<file path="config.mk">
export PLATFORM = sky130hd
export DESIGN_NAME = act_rr_sched
export DESIGN_NICKNAME = d
export VERILOG_FILES = /design/src/rtl/act_rr_sched.sv
export SDC_FILE = /design/constraint.sdc
export NUM_CORES = 1
export LEC_CHECK = 0
export CAP_MARGIN = 20
export CELL_PAD_IN_SITES_DETAIL_PLACEMENT = 1
export CELL_PAD_IN_SITES_GLOBAL_PLACEMENT = 1
export CORE_UTILIZATION = 29
export DETAILED_ROUTE_END_ITERATION = 8
export HOLD_SLACK_MARGIN = 0.12
export PLACE_DENSITY = 0.86
export SYNTH_ARGS = -nofsm -noshare
export SYNTH_HDL_FRONTEND = slang
export SYNTH_SLANG_ARGS = --single-unit
</file>
<file path="constraint.sdc">
create_clock -name clk -period 2.3 [get_ports clk]
set_clock_uncertainty 0.05 [all_clocks]
set_input_delay 0.46 -clock clk [delete_from_list [all_inputs] [get_ports clk]]
set_output_delay 0.46 -clock clk [all_outputs]
set_load 0.03 [all_outputs]
</file>
<file path="src/rtl/act_rr_sched.sv">
// Round-robin burst scheduler sharing one activation lane among NUM_REQ channels.
// A latency-matched tag pipe routes each lane result back as a one-hot strobe.
// Optional lane/tag consistency check: define ACT_SCHED_ERR_EN.
module act_rr_sched #(
  parameter int NUM_REQ = 4,
  parameter int DATA_W  = 8,
  parameter int ACT_LAT = 1,
  parameter int BURST   = 4,
  localparam int ID_W   = (NUM_REQ > 1) ? $clog2(NUM_REQ) : 1,
  localparam int CNT_W  = $clog2(BURST + 1),
  localparam int MASK_W = $clog2(ACT_LAT + 1)
) (
  input  logic                      clk,
  input  logic                      rst_n,
  input  logic [NUM_REQ-1:0]        req_valid,
  input  logic [NUM_REQ*DATA_W-1:0] req_data,
  output logic [NUM_REQ-1:0]        req_ready,
  output logic [DATA_W-1:0]         act_in_data,
  output logic                      act_in_valid,
  input  logic [DATA_W-1:0]         act_out_data,
  input  logic                      act_out_valid,
  output logic [DATA_W-1:0]         rsp_data,
  output logic [NUM_REQ-1:0]        rsp_valid,
  output logic [ID_W-1:0]           gnt_id,
  output logic                      busy,
  output logic                      err
);

  typedef enum logic {S_IDLE, S_GRANT} state_t;

  state_t            r_state, w_state_nxt;
  logic [ID_W-1:0]   r_gnt_id, w_gnt_id_nxt;
  logic [ID_W-1:0]   r_ptr, w_ptr_nxt;
  logic [ID_W-1:0]   w_sel;
  logic [CNT_W-1:0]  r_beat_cnt, w_beat_cnt_nxt;
  logic              w_any_req, w_own_valid;
  logic [ACT_LAT-1:0] r_tag_v;
  logic [ID_W-1:0]   r_tag_id [ACT_LAT];
  logic [MASK_W-1:0] r_mask_cnt;
  logic              w_mask, w_take;
  logic              w_tag_v_last;
  logic [ID_W-1:0]   w_tag_id_last;

  assign w_any_req     = |req_valid;
  assign w_own_valid   = req_valid[r_gnt_id];
  assign w_tag_v_last  = r_tag_v[ACT_LAT-1];
  assign w_tag_id_last = r_tag_id[ACT_LAT-1];
  assign w_mask        = (r_mask_cnt != '0);

  // Lowest rotated offset from ptr wins, so scan offsets high to low.
  always_comb begin
    w_sel = r_ptr;
    for (int k = NUM_REQ - 1; k >= 0; k--) begin
      if (req_valid[(int'(r_ptr) + k) % NUM_REQ]) w_sel = ID_W'((int'(r_ptr) + k) % NUM_REQ);
    end
  end

  always_comb begin
    // NOTE: every signal gets a default before the case so no path can infer a latch.
    w_state_nxt    = r_state;
    w_gnt_id_nxt   = r_gnt_id;
    w_ptr_nxt      = r_ptr;
    w_beat_cnt_nxt = r_beat_cnt;
    unique case (r_state)
      S_IDLE: begin
        if (w_any_req) begin
          w_state_nxt    = S_GRANT;
          w_gnt_id_nxt   = w_sel;
          w_beat_cnt_nxt = '0;
        end
      end
      S_GRANT: begin
        if (w_own_valid) w_beat_cnt_nxt = r_beat_cnt + CNT_W'(1);
        if (!w_own_valid || (r_beat_cnt == CNT_W'(BURST - 1))) begin
          w_state_nxt = S_IDLE;
          w_ptr_nxt   = ID_W'((int'(r_gnt_id) + 1) % NUM_REQ);
        end
      end
      default: ;
    endcase
  end

  always_comb begin
    req_ready    = '0;
    act_in_valid = 1'b0;
    if (r_state == S_GRANT) begin
      req_ready[r_gnt_id] = 1'b1;
      act_in_valid        = w_own_valid;
    end
  end

  assign act_in_data = req_data[int'(r_gnt_id)*DATA_W +: DATA_W];
  assign gnt_id      = r_gnt_id;
  assign busy        = (r_state == S_GRANT) || (|r_tag_v);

  always_ff @(posedge clk or negedge rst_n) begin
    if (!rst_n) begin
      r_state    <= S_IDLE;
      r_gnt_id   <= '0;
      r_ptr      <= '0;
      r_beat_cnt <= '0;
    end else begin
      // NOTE: non-blocking assignments so every register samples pre-edge values.
      r_state    <= w_state_nxt;
      r_gnt_id   <= w_gnt_id_nxt;
      r_ptr      <= w_ptr_nxt;
      r_beat_cnt <= w_beat_cnt_nxt;
    end
  end

  // Tag pipe: stage i holds the issue of i+1 cycles ago.
  always_ff @(posedge clk or negedge rst_n) begin
    if (!rst_n) begin
      // NOTE: this is a short shift register, not a RAM; its valid bits must reset,
      // and ids are cleared too so the default-build strobe is deterministic.
      r_tag_v <= '0;
      for (int i = 0; i < ACT_LAT; i++) r_tag_id[i] <= '0;
    end else begin
      r_tag_v[0]  <= act_in_valid;
      r_tag_id[0] <= r_gnt_id;
      for (int i = 1; i < ACT_LAT; i++) begin
        r_tag_v[i]  <= r_tag_v[i-1];
        r_tag_id[i] <= r_tag_id[i-1];
      end
    end
  end

  // Lane results within ACT_LAT cycles of reset release belong to lost tags.
  always_ff @(posedge clk or negedge rst_n) begin
    if (!rst_n) r_mask_cnt <= MASK_W'(ACT_LAT);
    else if (w_mask) r_mask_cnt <= r_mask_cnt - MASK_W'(1);
  end

`ifdef ACT_SCHED_ERR_EN
  logic r_err, w_mismatch;
  assign w_mismatch = !w_mask && (act_out_valid != w_tag_v_last);
  assign w_take     = !w_mask && act_out_valid && w_tag_v_last;

  always_ff @(posedge clk or negedge rst_n) begin
    if (!rst_n) r_err <= 1'b0;
    else if (w_mismatch) r_err <= 1'b1;
  end
  assign err = r_err;
`else
  assign w_take = !w_mask && act_out_valid;
  assign err    = 1'b0;
`endif

  always_ff @(posedge clk or negedge rst_n) begin
    if (!rst_n) begin
      rsp_data  <= '0;
      rsp_valid <= '0;
    end else begin
      rsp_valid <= w_take ? (NUM_REQ'(1) << w_tag_id_last) : '0;
      if (w_take) rsp_data <= act_out_data;
    end
  end

endmodule

</file>
# Yosys cells after proc, flatten, opt, wreduce, memory -nomap -nowiden
# Index checks and enable logic that the tools add are counted.
# word_totals
word_cells	72
output_inout_bits	29
in_bits	47
reg_bits	24
# op_classes
n_addsub	6
mux	29
n_reduce_logical	13
order_cmp	6
shift	2
n_eq_ne	3
bitwise	4
# op_table
op	n
32-bit by 6-bit indexed part select with 8-bit output	1
1-bit two-way mux	13
3-bit by 4-bit < comparator with 1-bit output, second input constant	3
1-bit binary-select mux with 2-bit select	5
2-bit two-way mux	4
4-bit two-way mux	2
2-bit by 3-bit < comparator with 1-bit output, second input constant	2
3-bit two-way mux	2
3-bit one-hot mux with 2 select lines	1
2-bit AND reduction	3
2-bit OR reduction	3
2-bit by 1-bit adder with 2-bit output, second input constant	2
2-bit adder, second input constant	2
4-bit OR reduction	1
1-bit by 2-bit << shifter with 4-bit output, first input constant	1
3-bit by 1-bit adder with 3-bit output, second input constant	1
1-bit bitwise AND, first input constant	3
3-bit by 2-bit equality test with 1-bit output, second input constant	1
1-bit demux with 2-bit select	1
2-bit by 1-bit >= comparator with 1-bit output, second input constant	1
1-bit logical AND	2
1-bit zero test	2
1-bit logical OR	2
2-bit by 1-bit inequality test with 1-bit output, second input constant	1
4 further kinds	4

# Longest topological paths before layout
# depth
ltp_word	10
depth_mapped	5
ltp_nobuf	5

# Worst setup path after synthesis
# No wires, ideal clock.
# synth_path
kind	reg-to-output
start	register r_gnt_id[0] (netlist: gnt_id[0])
end	output act_in_data[0]
slack_ns	0.218
required_time_ns	1.790
path_buffers	1
stages_incl_launch_ff	3
arrival_ns	1.572
path_cell_list	dfrtp_1 > buf_4 > mux4_1
# synth_between
elab_chain_cells	1
# synth_rtl
element	line	rtl
start, declared	32	logic [ID_W-1:0] r_gnt_id, w_gnt_id_nxt;
start signal, assigned	105	r_gnt_id <= w_gnt_id_nxt;
32-bit by 6-bit indexed part select with 8-bit output	92	assign act_in_data = req_data[int'(r_gnt_id)*DATA_W +: DATA_W];
end, declared	18	output logic [DATA_W-1:0] act_in_data,
# Every way passes these cells.

# Worst setup path after layout
# layout_path
start	input req_data[8]
end	output act_in_data[0]
# layout_between
elab_chain_cells	1
# layout_rtl
element	line	rtl
start, declared	16	input logic [NUM_REQ*DATA_W-1:0] req_data,
32-bit by 6-bit indexed part select with 8-bit output	92	
# Every way passes these cells.

==> impl_results.md <==
- TritonCTS Buffers: 3
- Die width: 71.8 um
- Final period demand of the worst path: 2.28 ns
- Largest family of logic cells by synthesized area: multiplexers
- Async set or reset register ratio after synthesis: 1.00
- MaxCap Viol Count: 0
- Worst Setup Path Type: in -> out
- Average wire per standard cell: 16.3 um
- Post-DP HPWL: 3.39 mm
- Xor/xnor share of the synthesized area: 0
- Site Rows: 25
- Status: finished, final reports clean
- DR vias: 1234
- First-pass DRT Iterations: 4
- Antenna-violating nets left: 0
- Logic pwr share: 0.609
- Final Max Tran Viols: 0
- Number of nets in the layout: 249
- Largest net degree at the start of global routing: 25
- Post-synthesis sequential area ratio: 0.426
- Overall power: 2.61 mW
- Top Ports: 76
- DRC Markers: 0
- Reg clk slew, reported paths: 0.09 ns
- Crit path max fanout: 1
- Share of cells above drive strength 1: 0.241
- Area grow syn2layout: 68.0%
- Cell internal pwr: 1.54 mW
- Fin crit share: 0.991
- Core area: 4690 um^2
- Sw Share: 0.411
- Final setup viols: 0
- First-pass GRT wire length: 6.53 mm
- CTS tree: yes
- Mean post-synth cell area: 13.2 um^2
- Number of diodes: 0
- DR vias/cell: 4.96
- Routed WL: 4.06 mm
- Vias in the first global route: 1420
- Pwr/cell area: 1100 nW/um^2
- H-Tree Depth: 1
- Sequential share of power: 0.249
- DRT iter0 DRCs: 53
- Finished Core Util: 0.505
- Post-synthesis simple-gate area fraction: 0.113
- Clock Sinks: 24
- Hold Crit Depth: 1
- YS warnings: 0
- Number of synthesized register bits: 24
- Post-synth cell types: 38
- Worst Path Required: 1.79 ns
- CP Data Arrival Time: 1.77 ns
- Clock share of power: 0.142
- Proportion of synthesized area in mux cells: 0.262
- Starting Density: 0.301
- Final Hold Viols: 0
- Leakage power total: 1.05 nW
- Dominant synthesized flop cell: dfrtp_1
- Critical path startpoint category: input pin
- Complex-gate fraction of the synthesized area: 0.100
- Die area: 5150 um^2
- Max Root-Sink Buffers: 2
- GPL Wtd Cong: 0.720
- Synth Instances: 107
- Hold WC Path Type: reg -> reg
- Peak VDD IR: 399 uV
- Buffers added on ports: 74
- Setup crit end kind: primary output
- Die Height: 71.8 um
- Net Sw Power: 1.07 mW
- Clk_lat worst skew: 0.26 ns
- Total congestion overflow: 0
- R2r worst-path depth: 5
- CTS Root Cell: clkbuf_8
- Post-synth EDFFs: 0
- Cell Area, Synth: 1410 um^2
- Tot GR Track Use: 0.168
- Max Freq: 439 MHz
- Area share of fa/ha/maj cells after synthesis: 0.0532
- Initial antenna violation count: 0
## sequential cells by signal (all words and copies together) (netlist names)
register and count:
rsp_data 8, gnt_id 2, r_mask_cnt 1, r_tag_v 1, rsp_valid 4, r_ptr 2, r_beat_cnt 3, r_state 1
r_tag_id 2
## cells by family after synthesis
group                    Yosys count
flip-flops                        24
multiplexers                      22
AND/OR/NAND/NOR                   25
adder cells (fa/ha/maj)            6
buffers and inverters             12
other                              1
AO/OA/AOI/OAI                     17
## synth_stat cells (2+ instances only)
| cell type | count | area [um^2] |
|---|---|---|
| and2_1 | 4 | 25.0 |
| and3b_1 | 2 | 17.5 |
| buf_4 | 2 | 15.0 |
| dfrtp_1 | 23 | 576 |
| ha_1 | 6 | 75.1 |
| inv_1 | 7 | 26.3 |
| mux2_2 | 8 | 90.1 |
| mux2i_1 | 4 | 40.0 |
| mux4_1 | 8 | 210 |
| nand2_1 | 3 | 11.3 |
| nand2b_1 | 2 | 12.5 |
| nor2_1 | 2 | 7.51 |
| nor2b_1 | 3 | 18.8 |
| o21a_1 | 3 | 22.5 |
| o21ai_0 | 5 | 25.0 |
| or2_2 | 3 | 18.8 |
## metal layers
metal | track usage | part of all wire
met4 | 0.0327 | 0.0047
met1 | 0.158 | 0.35
met2 | 0.354 | 0.56
met3 | 0.0464 | 0.090
met5 | 0 | 0
## cells in the final DEF, fill, tap and decap left out, drive strengths merged, types with 2 or more instances in the layout
cell type / Yosys / final
clkdlybuf4s50: 0 / 61
dfrtp: 23 / 23
buf: 4 / 19
mux2: 9 / 9
mux4: 8 / 8
inv: 7 / 7
ha: 6 / 6
o21ai: 5 / 5
dlygate4sd2: 0 / 5
mux2i: 5 / 5
clkbuf: 1 / 5
and2: 4 / 4
nor2b: 3 / 3
nand2: 3 / 3
or2: 3 / 3
o21a: 3 / 3
and3b: 2 / 2
nor2: 2 / 2
nand2b: 2 / 2
conb: 1 / 2
o221ai: 2 / 2
## final timing paths
| path | slack [ns] | endpoint | start |
|---|---|---|---|
| min in group asynchronous | 0.50 | rsp_data[0] | rst_n |
| worst max-delay path | 0.02 | act_in_data[0] | req_data[8] |
| worst min-delay path | 0.42 | rsp_valid[2] | r_tag_id[0] |
| max in group asynchronous | 1.42 | r_mask_cnt | rst_n |
| worst max register to register | 0.44 | r_ptr[1] | r_beat_cnt[0] |
| worst min register to register | 0.42 | rsp_valid[2] | r_tag_id[0] |
## power groups by stage
stage | Combinational, mW | Clock [mW] | Sequential [mW]
after floorplan | 0.870 | 0 | 0.741
after global placement | 1.59 | 0 | 0.647
after detailed placement | 1.64 | 0 | 0.657
after CTS | 1.59 | 0.379 | 0.651
after global routing | 1.69 | 0.401 | 0.667
final | 1.59 | 0.370 | 0.649
## timing repair
| action | 4_1_cts | 5_1_grt |
|---|---|---|
| gates resized for setup | 12 | 5 |
| buffers inserted | 0 | 1 |
| setup endpoints to repair | 9 | 3 |
| hold buffers | 0 | 0 |
## critical path, stage by stage
cell and delay (ns):
clkdlybuf4s50_1 0.42, mux4_1 0.52, dlygate4sd2_1 0.37
## area by class of cell
type	instances	area, um^2
Clock buffer	3	41.3
Tap cell	54	67.6
Multi-Input combinational cell	72	756
Inverter	7	26.3
Clock inverter	1	30.0
Sequential cell	24	603
Timing Repair Buffer	88	847
Fill cell	503	2320
## per-stage QoR
stage | cell area, um^2 | setup WS (ns) | cells | hold slack [ns] | setup TNS (ns)
5_1_grt | 2370 | -0.00497 | 249 | 0.450 | -0.00497
3_3_place_gp | 2300 | -0.245 | 244 | 0.394 | -1.69
3_5_place_dp | 2300 | -0.266 | 244 | 0.408 | -1.84
6_report | 2370 | 0.0210 | 249 | 0.421 | 0
2_1_floorplan | 1420 | 0.218 | 108 | 0.114 | 0
4_1_cts | 2360 | 0.000826 | 248 | 0.421 | 0
Note: power is estimated with default switching activity, not from simulation.
